<file path="config.mk">
export PLATFORM = sky130hd
export DESIGN_NAME = mem_stage_lsu
export DESIGN_NICKNAME = d
export VERILOG_FILES = /design/src/rtl/mem_stage_lsu.sv
export SDC_FILE = /design/constraint.sdc
export NUM_CORES = 1
export LEC_CHECK = 0
export BUFFER_PORTS_ARGS = -buffer_cell sky130_fd_sc_hd__buf_2
export CAP_MARGIN = 20
export CORE_MARGIN = 2
export CORE_UTILIZATION = 45
export CTS_CLUSTER_SIZE = 28
export DETAILED_ROUTE_END_ITERATION = 12
export GPL_ROUTABILITY_DRIVEN = 0
export PLACE_DENSITY = 0.8
export SETUP_SLACK_MARGIN = 0.02
export SLEW_MARGIN = 5
export SYNTH_ARGS = -nofsm -noshare
export SYNTH_HDL_FRONTEND = slang
export SYNTH_SLANG_ARGS = --single-unit
</file>
<file path="constraint.sdc">
create_clock -name clk -period 4.1 [get_ports clk]
set_input_delay 0.41 -clock clk [delete_from_list [all_inputs] [get_ports clk]]
set_output_delay 0.41 -clock clk [all_outputs]
set_load 0.05 [all_outputs]
</file>
<file path="src/rtl/mem_stage_lsu.sv">
// MEM stage load/store unit: drives a req/gnt/rvalid data bus, aligns load data and
// reports misaligned, illegal and timed-out accesses to WB through a one-cycle pulse.
module mem_stage_lsu #(
   parameter int TIMEOUT_CYC = 256,
   parameter int TIMEOUT_W   = 8
) (
   input  logic        clk,
   input  logic        rst,
   input  logic        ex_valid,
   output logic        ex_ready,
   input  logic        ex_is_load,
   input  logic        ex_is_store,
   input  logic [2:0]  ex_funct3,
   input  logic [31:0] ex_alu_result,
   input  logic [31:0] ex_store_data,
   input  logic [4:0]  ex_rd,
   input  logic        ex_reg_write,
   output logic        dmem_req,
   output logic        dmem_we,
   output logic [31:0] dmem_addr,
   output logic [3:0]  dmem_be,
   output logic [31:0] dmem_wdata,
   input  logic        dmem_gnt,
   input  logic        dmem_rvalid,
   input  logic [31:0] dmem_rdata,
   output logic        wb_valid,
   output logic [4:0]  wb_rd,
   output logic        wb_reg_write,
   output logic [31:0] wb_data,
   output logic [1:0]  wb_exc
);

   typedef enum logic [1:0] {IDLE, REQ, WAIT} state_t;

   state_t               state_reg, state_next;
   logic [31:0]          addr_reg, sd_reg;
   logic [2:0]           f3_reg;
   logic [4:0]           rd_reg;
   logic                 rw_reg, load_reg, store_reg;
   logic [TIMEOUT_W-1:0] cnt_reg;

   logic        accept, is_mem, illegal, misaligned, timeout_hit;
   logic [7:0]  ld_byte;
   logic [15:0] ld_half;
   logic [31:0] load_data;

   assign ex_ready    = (state_reg == IDLE);
   assign accept      = ex_valid && ex_ready;
   assign is_mem      = ex_is_load || ex_is_store;
   assign illegal     = (ex_is_load && ex_is_store)
                      || (ex_is_load && (ex_funct3 == 3'b011 || ex_funct3 == 3'b110 || ex_funct3 == 3'b111))
                      || (ex_is_store && (ex_funct3[2] || ex_funct3 == 3'b011));
   assign misaligned  = is_mem && (((ex_funct3[1:0] == 2'b01) && ex_alu_result[0])
                      || ((ex_funct3[1:0] == 2'b10) && (ex_alu_result[1:0] != 2'b00)));
   assign timeout_hit = (cnt_reg == TIMEOUT_W'(TIMEOUT_CYC - 1));

   // Bus signals come straight from latched state so they stay stable until gnt.
   assign dmem_req  = (state_reg == REQ);
   assign dmem_we   = store_reg;
   assign dmem_addr = {addr_reg[31:2], 2'b00};

   always_comb begin
      dmem_be = 4'b1111;
      case (f3_reg[1:0])
         2'b00:   dmem_be = 4'b0001 << addr_reg[1:0];
         2'b01:   dmem_be = addr_reg[1] ? 4'b1100 : 4'b0011;
         default: dmem_be = 4'b1111;
      endcase
   end

   for (genvar gi = 0; gi < 4; gi++) begin : g_lane
      assign dmem_wdata[8*gi +: 8] = (f3_reg[1:0] == 2'b10) ? sd_reg[8*gi +: 8] :
                                     (f3_reg[1:0] == 2'b01) ? sd_reg[8*(gi%2) +: 8] :
                                                              sd_reg[7:0];
   end

   assign ld_byte = dmem_rdata[{addr_reg[1:0], 3'b000} +: 8];
   assign ld_half = addr_reg[1] ? dmem_rdata[31:16] : dmem_rdata[15:0];

   always_comb begin
      load_data = dmem_rdata;
      case (f3_reg[1:0])
         2'b00:   load_data = {{24{~f3_reg[2] & ld_byte[7]}}, ld_byte};
         2'b01:   load_data = {{16{~f3_reg[2] & ld_half[15]}}, ld_half};
         default: load_data = dmem_rdata;
      endcase
   end

   // Completion takes priority over the timeout; a load gnt on the last cycle still times out.
   always_comb begin
      state_next = state_reg;
      case (state_reg)
         IDLE: if (accept && is_mem && !illegal && !misaligned) state_next = REQ;
         REQ: begin
            if (dmem_gnt && store_reg) state_next = IDLE;
            else if (timeout_hit)      state_next = IDLE;
            else if (dmem_gnt)         state_next = WAIT;
         end
         WAIT: if (dmem_rvalid || timeout_hit) state_next = IDLE;
         default: state_next = IDLE;
      endcase
   end

   always_ff @(posedge clk or posedge rst) begin
      if (rst) begin
         state_reg    <= IDLE;
         addr_reg     <= '0;
         sd_reg       <= '0;
         f3_reg       <= '0;
         rd_reg       <= '0;
         rw_reg       <= 1'b0;
         load_reg     <= 1'b0;
         store_reg    <= 1'b0;
         cnt_reg      <= '0;
         wb_valid     <= 1'b0;
         wb_rd        <= '0;
         wb_reg_write <= 1'b0;
         wb_data      <= '0;
         wb_exc       <= '0;
      end else begin
         state_reg <= state_next;
         wb_valid  <= 1'b0;
         cnt_reg   <= (state_reg == IDLE) ? '0 : cnt_reg + TIMEOUT_W'(1);
         case (state_reg)
            IDLE: if (accept) begin
               addr_reg  <= ex_alu_result;
               sd_reg    <= ex_store_data;
               f3_reg    <= ex_funct3;
               rd_reg    <= ex_rd;
               rw_reg    <= ex_reg_write;
               load_reg  <= ex_is_load;
               store_reg <= ex_is_store;
               if (illegal || misaligned || !is_mem) begin
                  wb_valid     <= 1'b1;
                  wb_rd        <= ex_rd;
                  wb_data      <= ex_alu_result;
                  wb_exc       <= illegal ? 2'b11 : (misaligned ? 2'b01 : 2'b00);
                  wb_reg_write <= !illegal && !misaligned && ex_reg_write;
               end
            end
            REQ: if ((dmem_gnt && store_reg) || timeout_hit) begin
               wb_valid     <= 1'b1;
               wb_rd        <= rd_reg;
               wb_reg_write <= 1'b0;
               wb_exc       <= (dmem_gnt && store_reg) ? 2'b00 : 2'b10;
               if (!(dmem_gnt && store_reg)) wb_data <= addr_reg;
            end
            WAIT: if (dmem_rvalid || timeout_hit) begin
               wb_valid     <= 1'b1;
               wb_rd        <= rd_reg;
               wb_reg_write <= dmem_rvalid && rw_reg && load_reg;
               wb_exc       <= dmem_rvalid ? 2'b00 : 2'b10;
               wb_data      <= dmem_rvalid ? load_data : addr_reg;
            end
            default: ;
         endcase
      end
   end

endmodule
</file>
# [After elaboration in Yosys (flattened, before gate mapping)]
# Index checks and enable logic that the tools add are counted.
[word_totals] regBits=126 wordCells=120 input_bits=112
[op_classes] n_mux=46 addsub=1 n_shift=2 eq_ne=17 reduce_logical=37 bitwise=3
[ops] op="two-way mux 32 bit" n=6
[ops] op="case mux 32 bit (3 select lines)" n=1
[ops] op="case mux 32 bit (2 select lines)" n=1
[ops] op="two-way mux 8 bit" n=5
[ops] op="indexed part select 32 x 6 -> 8 bit" n=1
[ops] op="two-way mux 2 bit" n=12
[ops] op="two-way mux 5 bit" n=4
[ops] op="two-way mux 16 bit" n=1
[ops] op="logical AND 1 bit" n=15
[ops] op="case mux 5 bit (3 select lines)" n=1
[ops] op="case mux 2 bit (3 select lines)" n=2
[ops] op="logical OR 1 bit" n=11
[ops] op="two-way mux 1 bit" n=9
[ops] op="adder 8 x 1 -> 8 bit (second input constant)" n=1
[ops] op="== test 8 bit (second input constant)" n=1
[ops] op="!= test 2 x 1 -> 1 bit (second input constant)" n=4
[ops] op="case mux 4 bit (2 select lines)" n=1
[ops] op="== test 2 x 1 -> 1 bit (second input constant)" n=3
[ops] op="== test 2 bit (second input constant)" n=3
[ops] op="== test 3 bit (second input constant)" n=2
[ops] op="case mux 1 bit (3 select lines)" n=2
[ops] op="AND reduction 6 bit" n=1
[ops] op="AND reduction 5 bit" n=1
[ops] op="zero test 2 bit" n=2
[ops] op="other kinds (12)" n=16

# [Longest topological paths before layout]
# Gate-level depths: netlist (run 1).
[depth] ltp_word=12 ltp_mapped=9

# [Worst setup path before layout (run 1)]
# No wires, ideal clock.
[synth_path] path_type="reg-to-output" startpoint="register f3_reg[1]" endpoint="output dmem_wdata[24]" n_path_buf=4 path_stages_with_launch=7 slack_ns=1.596 arrival_time_ns=2.094 path_cell_list="dfrtp_1 > clkbuf_1 > buf_2 > buf_2 > buf_2 > mux2i_1 > a21oi_1"
[synth_between] elab_chain_cells=3
[synth_lines] item="start: declaration" line_no="37" source="logic [2:0] f3_reg;"
[synth_lines] item="start signal: assignment" line_no="128" source="f3_reg <= ex_funct3;"
[synth_lines] item="== test 2 x 1 -> 1 bit" line_no="73" source="(f3_reg[1:0] == 2'b01) ? sd_reg[8*(gi%2) +: 8] :"
[synth_lines] item="two-way mux 8 bit" line_no="73"
[synth_lines] item="two-way mux 8 bit (*)" line_no="72" source="assign dmem_wdata[8*gi +: 8] = (f3_reg[1:0] == 2'b10) ? sd_reg[8*gi +: 8] :"
[synth_lines] item="end: declaration" line_no="22" source="output logic [31:0] dmem_wdata,"
# Mark *: on every way between the ends. The rest lies on a longest branch, timed or not.

# [Final worst setup path (run 1)]
[layout_path] startpoint="register state_reg[1]" endpoint="register wb_data[18]"
[layout_between] elab_chain_cells=4
[layout_lines] item="start: declaration" line_no="35" source="state_t state_reg, state_next;"
[layout_lines] item="start signal: assignment" line_no="121" source="state_reg <= state_next;"
[layout_lines] item="zero test 2 bit" line_no="47, 124"
[layout_lines] item="logical AND 1 bit" line_no="48" source="assign accept = ex_valid && ex_ready;"
[layout_lines] item="!= test 2 x 1 -> 1 bit (no source line)"
[layout_lines] item="AND reduction 6 bit (no source line)"
[layout_lines] item="end signal: assignment" line_no="136" source="wb_data <= ex_alu_result;"
[layout_lines] item="end signal: assignment" line_no="146" source="if (!(dmem_gnt && store_reg)) wb_data <= addr_reg;"
[layout_lines] item="end signal: assignment" line_no="153" source="wb_data <= dmem_rvalid ? load_data : addr_reg;"
[layout_lines] item="end: declaration" line_no="29" source="output logic [31:0] wb_data,"
# Several ways; a longest one is shown, not always the timed one.
# A chain may end at the register's enable or synchronous reset.

==> flow_summary.toml, run 1 <==
[run_status]
status = "finished clean"

[worst_setup_path]
crit_required_ns = 4.42
startpoint_type = "flip-flop"
arrival_ns = 3.59
crit_fanout = 21
path_buf_inv = 2
path_delay_family = "compound AO/OA/AOI/OAI gates"
cpMaxStageDelayCell = "a31o_2"
path_class = "flip-flop to flip-flop"
cpPeakStageDelay_ns = 0.78
end_kind = "flip-flop"
path_cells = "inv_1 > ha_1 > o2111ai_1 > o221ai_2 > a31o_2 > buf_12 > mux2i_1"

[cts]
htreeDepth = 4
cts_tree = "built"
cts_resized = 0
clkLatencyLatePin_ns = 0.42
cts-root-buf = "clkbuf_16"
cts_hold_buf = 0
numCtsBuffers = 17
cts_sinks = 126
cts_setup_buffers = 0
clkTransAtPathRegs_ns = 0.06
clock_path_buffers = 2

[grt]
met2_usage_pct = 37.6
grt_pass1_vias = 6030
top_usage_layer = "met2"
gr-usage-all-layers_pct = 23.1
overflow = 0
grt_pass1_wl_um = 32000
antenna_found_initial = 2
grt_max_degree = 76
grtUsageMet3_pct = 6.82
grtUsageMet1_pct = 29.9

[worst_hold_path]
hp-class = "input pin to asynchronous set/reset pin"

[logic_synthesis]
yosysWarnings = 0
yosys.area_share.adder_pct = 1.01
synth-edff-count = 0
yosys.area_share.simple_pct = 10.7
synth_top_area_cell = "dfrtp_1"
synth_top_family_by_area = "multiplexers"
synth_compound_area_share_pct = 14.1
synth_commonest_cells = "126 x dfrtp_1, 92 x mux2_2, 50 x nor2_1"
synthMuxAreaShare_pct = 22.5
synth_top_area_share_pct = 42.4
async_flop_share_pct = 100
ys.flop_type = "dfrtp_1"
syn-instance-count = 720
yosysMostFrequentCell = "dfrtp_1"
ys_ff_latch = 126
synth_cell_type_count = 60
synth-seq-area-share_pct = 42.4
postSynthAreaPerCell_um2 = 10.3
synthTopCellsByArea = "dfrtp_1 42%, mux2_2 14%, mux2i_1 4.6%"
synthXorXnorAreaFrac_pct = 0.825
syn_area_um2 = 7430

[detailed_routing]
drt-initial-drc-count = 584
vias = 6169
wl_per_cell_um = 18.4
drc = 0
routed_via_density = 5.55
routed_wl_um = 20500
antenna_left = 0
firstDrtPassIters = 7

[placed_design]
numPortBuffers = 221
dp_hpwl_um = 14900

[floorplan]
die_width_um = 133
die_height_um = 133
io_pins = 224
start_util_pct = 46.4
row_count = 46
core-area_um2 = 16000
die_area_um2 = 17600

[timing]
rsz0062_at_grt = "false"
setup_viol = 0
fin_crit_ns = 3.28
fin_skew_ns = 0.00979
period_share_pct = 79.9
maxSlewViolCount = 0
slew_headroom_pct = 27.7
holdWs_ns = 0.152
final_hold_viol_count = 0
timing.fmax_mhz = 305
timing.setup.tns_ns = 0
tightestPinTransition_ns = 1.08

[cells_and_area]
num-fill-cells = 1407
insertedDiodeCount = 0
area.sequential_um2 = 3150
final_nets = 1002
drive_gt1_share_pct = 42.6
synthToLayoutAreaGrowth_pct = 21.2
multi_input_area_um2 = 3670

[run]
drv_cap = 0
==> metrics by stage <==
step	util, %	cell area [um^2]	worst slack (ns)	instances
after global placement	52.5	8400	1.05	1081
after global routing	56.3	9000	0.608	1112
after floorplan	-	7440	0.334	721
after detailed placement	52.5	8400	0.925	1081
after CTS	56.3	9000	0.880	1112
final	56.3	9000	0.824	1112
==> cell usage in the layout (no fill, tap or decap), types with 7 or more instances in the layout <==
cell         n
a31oi_1     20
mux2_4      16
nor2_1      50
a211oi_1    16
a222oi_1     7
a2bb2oi_1    7
and3_1      18
a22oi_1     12
clkbuf_16   17
o31ai_1      8
nor2b_1     29
inv_1       25
mux2i_1     34
buf_4        9
nand2_1     37
buf_2      221
o21ai_0     46
mux2_2      92
a21oi_1     16
dfrtp_1    125
==> kinds of logic (layout without fill, tap and decap cells) <==
logic type      Yosys count  in the layout
flops                   126            126
compound gates          158            158
simple gates            160            160
mux                     146            146
fa+ha+maj                 6              6
xor+xnor                  7              7
buf+inv                 116            291
other cells               1              2
==> layer usage <==
metal  routed length, um  up-vias
li1                    -     2874
met1                8690     2983
met5                  13        -
met4                 426        2
met3                1580       35
met2                9750      275
==> final cells by class <==
cell class	instances	area share [%]
Clock buffer	21	5.22
Clock inverter	10	1.53
Inverter	29	1.24
Multi-Input combinational cell	479	40.7
Sequential cell	126	35.0
Tap cell	216	3.00
Timing Repair Buffer	231	13.3
==> path summary, 6_finish.rpt <==
path | start | endpoint | slack [ns] | depth (start not counted)
setup / recovery | state_reg[1]$_DFFE_PP0P_ | wb_data[18]$_DFFE_PP0P_ | 0.82 | 7
hold / removal | rst | addr_reg[30]$_DFFE_PP0P_ | 0.15 | 2
setup reg to reg | state_reg[1]$_DFFE_PP0P_ | wb_data[18]$_DFFE_PP0P_ | 0.82 | 7
hold reg to reg | wb_data[15]$_DFFE_PP0P_ | wb_data[15]$_DFFE_PP0P_ | 0.50 | 1
max in group asynchronous | rst | wb_data[12]$_DFFE_PP0P_ | 3.08 | 3
min in group clk | ex_store_data[11] | sd_reg[11]$_DFFE_PP0P_ | 0.22 | 2
Power of run 1 is not shown: default switching activity piles up to over one toggle a cycle in this logic, so the estimate is an artifact.
==> inputs of run 2 (changes only) <==
- ABC_AREA: unset -> 1
- PLACE_DENSITY: 0.8 -> 0.83
- clock period: 4.1 -> 2.98 ns (I/O delays scaled with it)
==> run 2 against run 1 <==
Effect of this change: non-clock buffer count rose by 2; die area fell by 2.3%; register-to-register slack got worse by 0.11 ns; cell count grew 30%; sequential share of layout area increased by 0.69 points; largest cell class unchanged.
==> flow_summary.toml, run 2 <==
[timing]
fin_crit_ns = 2.55
maxSlewViolCount = 0
slew_headroom_pct = 43.7
final_hold_viol_count = 0
setup_viol = 0
period_share_pct = 85.6
timing.setup.tns_ns = 0
timing.fmax_mhz = 392
final.setup.worst_slack_ns = 0.428
rsz0062_at_grt = "false"
tightestPinTransition_ns = 0.843
fin_skew_ns = 0.00883

[floorplan]
io_pins = 224
start_util_pct = 45.8
die_height_um = 131
die_width_um = 131
row_count = 46
core-area_um2 = 15800
die_area_um2 = 17200

[worst_hold_path]
hp-class = "input pin to asynchronous set/reset pin"

[logic_synthesis]
synth_top_area_share_pct = 43.5
synth_cell_type_count = 29
synth_top_family_by_area = "simple AND/OR/NAND/NOR gates"
synth_compound_area_share_pct = 8.38
synth_top_area_cell = "dfrtp_1"
synth-edff-count = 0
synthXorXnorAreaFrac_pct = 0
yosys.area_share.simple_pct = 36.7
syn_area_um2 = 7260
syn-instance-count = 1055
ys.flop_type = "dfrtp_1"
synthMuxAreaShare_pct = 0
yosys.area_share.adder_pct = 1.03
synth_commonest_cells = "463 x nand2_1, 126 x dfrtp_1, 116 x nor2_1"
ys_ff_latch = 126
synth-seq-area-share_pct = 43.5
yosysWarnings = 0
synthTopCellsByArea = "dfrtp_1 43%, nand2_1 24%, nor2_1 6.0%"
postSynthAreaPerCell_um2 = 6.88
async_flop_share_pct = 100
yosysMostFrequentCell = "nand2_1"

[worst_setup_path]
path_class = "flip-flop to output port"
rrSetupSlack_ns = 0.71
crit_fanout = 17
arrival_ns = 2.25
cpPeakStageDelay_ns = 0.52
cpMaxStageDelayCell = "dfrtp_1"
startpoint = "f3_reg[0]$_DFFE_PP0P_"
path_cells = "inv_2 > nand2_1 > nand2_1 > nand2_1 > o21ai_0 > o21ai_0 > buf_2"
startpoint_type = "flip-flop"
end_kind = "output port"
path_common_cell = "nand2_1"
crit_required_ns = 2.68
timing.rr.start = "state_reg[0]$_DFFE_PP0P_"

[cts]
clkLatencyLatePin_ns = 0.42
clkTransAtPathRegs_ns = 0.06
numCtsBuffers = 17
cts-root-buf = "clkbuf_16"
cts_resized = 0
cts_setup_buffers = 0
cts_tree = "built"
htreeDepth = 4
cts_hold_buf = 0
cts_sinks = 126
clock_path_buffers = 2

[cells_and_area]
drive_gt1_share_pct = 23.5
finish.utilization_pct = 55.8
synthToLayoutAreaGrowth_pct = 21.7
layout_common_cells = "462 x nand2_1, 221 x buf_2, 126 x dfrtp_1, 116 x nor2_1, 56 x a21oi_1"
num-fill-cells = 1486
final_nets = 1335
layout_commonest_cell = "nand2_1"

[placed_design]
dp_slack_ns = 0.774
numPortBuffers = 221
dp_hpwl_um = 15900

[detailed_routing]
drt-initial-drc-count = 783
wl_per_cell_um = 15.3
vias = 7446
antenna_left = 0
routed_wl_um = 22200
firstDrtPassIters = 7
drc = 0
routed_via_density = 5.14

[grt]
grt_max_degree = 127
gr-usage-all-layers_pct = 25.7
grt_pass1_wl_um = 33900
overflow = 0
grt_pass1_vias = 6710
antenna_found_initial = 6

[run_status]
status = "finished clean"

[run]
drv_cap = 0
## run 2: per-stage QoR
step / hold slack [ns] / instances / cell area (um^2)
2_1_floorplan: 0.408 / 1056 / 7260
3_3_place_gp: 0.458 / 1414 / 8200
4_1_cts: 0.0569 / 1446 / 8820
3_5_place_dp: 0.464 / 1414 / 8200
5_1_grt: 0.0656 / 1449 / 8820
6_report: 0.0254 / 1450 / 8830
## run 2: kinds of logic (layout without fill, tap and decap cells)
group | Yosys count | in the layout
other | 1 | 6
buffers and inverters | 144 | 318
adders and majority gates | 6 | 6
AOI/OAI and AO/OA | 119 | 119
and+or+nand+nor | 659 | 659
DFF | 126 | 126
## run 2: cell type report
cell class / count / area [um^2] / share of cell area (%)
clock inverters: 12 / 168 / 1.90
well taps: 216 / 270 / 3.06
inverters: 53 / 203 / 2.30
diodes: 4 / 10.0 / 0.113
clock buffers: 20 / 447 / 5.06
multi-input cells: 786 / 3360 / 38.0
repair buffers: 233 / 1220 / 13.8
flip-flops and latches: 126 / 3150 / 35.7
## run 2: worst max-delay path, delay by kind of cell (launching register included)
kind | cells | cell delay (ns)
compound gates | 2 | 0.21
buf+inv | 2 | 0.49
flops | 1 | 0.52
simple gates | 3 | 0.61
## run 2: worst paths after layout
kind | to | cells after the start
max | dmem_wdata[13] | 7
min | sd_reg[2]$_DFFE_PP0P_ | 3
max reg2reg | wb_data[23]$_DFFE_PP0P_ | 8
min reg2reg | cnt_reg[0]$_DFF_PP0_ | 1
max in group asynchronous | sd_reg[16]$_DFFE_PP0P_ | 3
min in group clk | sd_reg[3]$_DFFE_PP0P_ | 3
## run 2: per-layer routing
metal	routed length (um)	up-vias	GRT usage, %	part of all wire [%]
li1	-	3588	-	-
met1	9040	3457	34.0	41
met2	10300	331	40.4	47
met3	2010	66	7.04	9.1
met4	786	4	9.76	3.5
met5	20	-	0	0.090
Power of run 2 is left out for the same reason.
==> inputs of run 3 (changes only) <==
--- a/config.mk
+++ b/config.mk
@@ -14,5 +14,5 @@
 export DETAILED_ROUTE_END_ITERATION = 12
 export GPL_ROUTABILITY_DRIVEN = 0
-export PLACE_DENSITY = 0.83
+export PLACE_DENSITY = 0.81
 export SETUP_SLACK_MARGIN = 0.02
 export SLEW_MARGIN = 5
==> constraint.sdc (replaced) <==
create_clock -name clk -period 2.7 [get_ports clk]
set_input_delay 0 -clock clk [delete_from_list [all_inputs] [get_ports clk]]
set_output_delay 0 -clock clk [all_outputs]
set_load 0.05 [all_outputs]
==> run 3 against run 2 <==
Effect of this change: via count up 5.5%; wire length up 6.8%; first-iteration DRC count down 11%; sequential share of layout area down 2.8 points; clock skew up 0.00064 ns; core utilization up 4.7 points; critical path depth unchanged; global-route usage up 1.7 points; register-to-register slack worse by 0.17 ns; die area unchanged.
==> flow_summary.toml, run 3 (synthesis gave the netlist of run 2 again) <==
[timing]
maxSlewViolCount = 0
timing.setup.tns_ns = 0
slew_headroom_pct = 42.2
rsz0062_at_grt = "false"
fin_crit_ns = 2.38
setup_viol = 0
period_share_pct = 88.3
holdWs_ns = 0.0317
fin_skew_ns = 0.00947
timing.fmax_mhz = 420
final.setup.worst_slack_ns = 0.317
tightestPinTransition_ns = 0.868
final_hold_viol_count = 0

[cells_and_area]
layout_commonest_cell = "nand2_1"
layout.cells.non_filler = 1523
num-fill-cells = 1370
synthToLayoutAreaGrowth_pct = 31.9
layout_common_cells = "462 x nand2_1, 221 x buf_2, 126 x dfrtp_1, 116 x nor2_1, 76 x dlygate4sd3_1"
final_nets = 1410
drive_gt1_share_pct = 22.1

[cts]
cts_hold_buf = 76
htreeDepth = 4
clkLatencyLatePin_ns = 0.42
cts-root-buf = "clkbuf_16"
cts_tree = "built"
clkTransAtPathRegs_ns = 0.05
cts_resized = 0
cts_setup_buffers = 0
numCtsBuffers = 17
clock_path_buffers = 2
cts_sinks = 126

[detailed_routing]
drc = 0
firstDrtPassIters = 6
routed_via_density = 5.16
antenna_left = 0
wl_per_cell_um = 15.5
drt-initial-drc-count = 695
vias = 7853
routed_wl_um = 23700

[worst_setup_path]
path_class = "flip-flop to output port"
cpMaxStageDelayCell = "dfrtp_1"
path_common_cell = "nand2_1"
path_delay_family = "simple AND/OR/NAND/NOR gates"
startpoint_type = "flip-flop"
path_buf_inv = 2
end_kind = "output port"
crit_fanout = 17
arrival_ns = 2.38
path_cells = "inv_2 > nand2_1 > nand2_1 > nand2_1 > o21ai_0 > o21ai_0 > buf_2"
crit_required_ns = 2.70
cpPeakStageDelay_ns = 0.50

[worst_hold_path]
hp-class = "input pin to flip-flop"

[placed_design]
dp_cells = 1413
numPortBuffers = 221
dp_hpwl_um = 15900
dp_slack_ns = 0.589

[grt]
overflow = 0
grt_max_degree = 82
grt_pass1_vias = 7209
grt_pass1_wl_um = 36200
gr-usage-all-layers_pct = 27.4
antenna_found_initial = 2

[floorplan]
core-area_um2 = 15800
die_height_um = 131
start_util_pct = 45.8
row_count = 46
io_pins = 224
die_width_um = 131
die_area_um2 = 17200

[run_status]
status = "finished clean"

[run]
drv_cap = 0
## run 3: cell count changes in the layout (fill, tap and decap cells not counted), moves of 3 or more
cell           change
dlygate4sd3_1     +76
clkinv_2           -3
clkinv_4           +4
buf_4              -3
## run 3: per-layer routing
layer  routed length [um]  track usage [%]  vias up
li1                     -                -     3723
met1                 9630             36.4     3605
met2                11000             42.3      435
met3                 2040             6.15       90
met4                 1020             13.7        0
met5                    0                0        -
## run 3: cell type report
class	instances	area [um^2]	area share, %
Antenna cell	2	5.00	0.0523
Clock buffer	19	443	4.63
Timing Repair Buffer	308	2000	20.9
Multi-Input combinational cell	786	3360	35.1
Tap cell	216	270	2.82
Clock inverter	13	143	1.49
Sequential cell	126	3150	32.9
Inverter	53	203	2.12
## run 3: worst min-delay path: cells and delay by family
kind | cells | cell delay, ns
and+or+nand+nor | 2 | 0.22
AOI/OAI and AO/OA | 1 | 0.07
buffers and inverters | 1 | 0.11
## run 3: worst paths after layout
path	endpoint	cells after the start	slack (ns)	from
worst max-delay path	dmem_wdata[13]	7	0.32	f3_reg[0]$_DFFE_PP0P_
worst min-delay path	state_reg[1]$_DFFE_PP0P_	4	0.03	dmem_gnt
worst max register to register	sd_reg[13]$_DFFE_PP0P_	7	0.54	state_reg[1]$_DFFE_PP0P_
max in group asynchronous	sd_reg[21]$_DFFE_PP0P_	4	1.72	rst
worst min register to register	wb_data[7]$_DFFE_PP0P_	2	0.47	wb_data[7]$_DFFE_PP0P_
min in group asynchronous	sd_reg[0]$_DFFE_PP0P_	3	0.26	rst
## run 3: stage by stage
step                utilization (%)  instance area, um^2
detailed placement             51.9                 8220
finish                         60.5                 9570
global route                   60.5                 9570
global placement               51.9                 8220
CTS                            60.4                 9570
floorplan                         -                 7260
Power of run 3 is left out for the same reason.
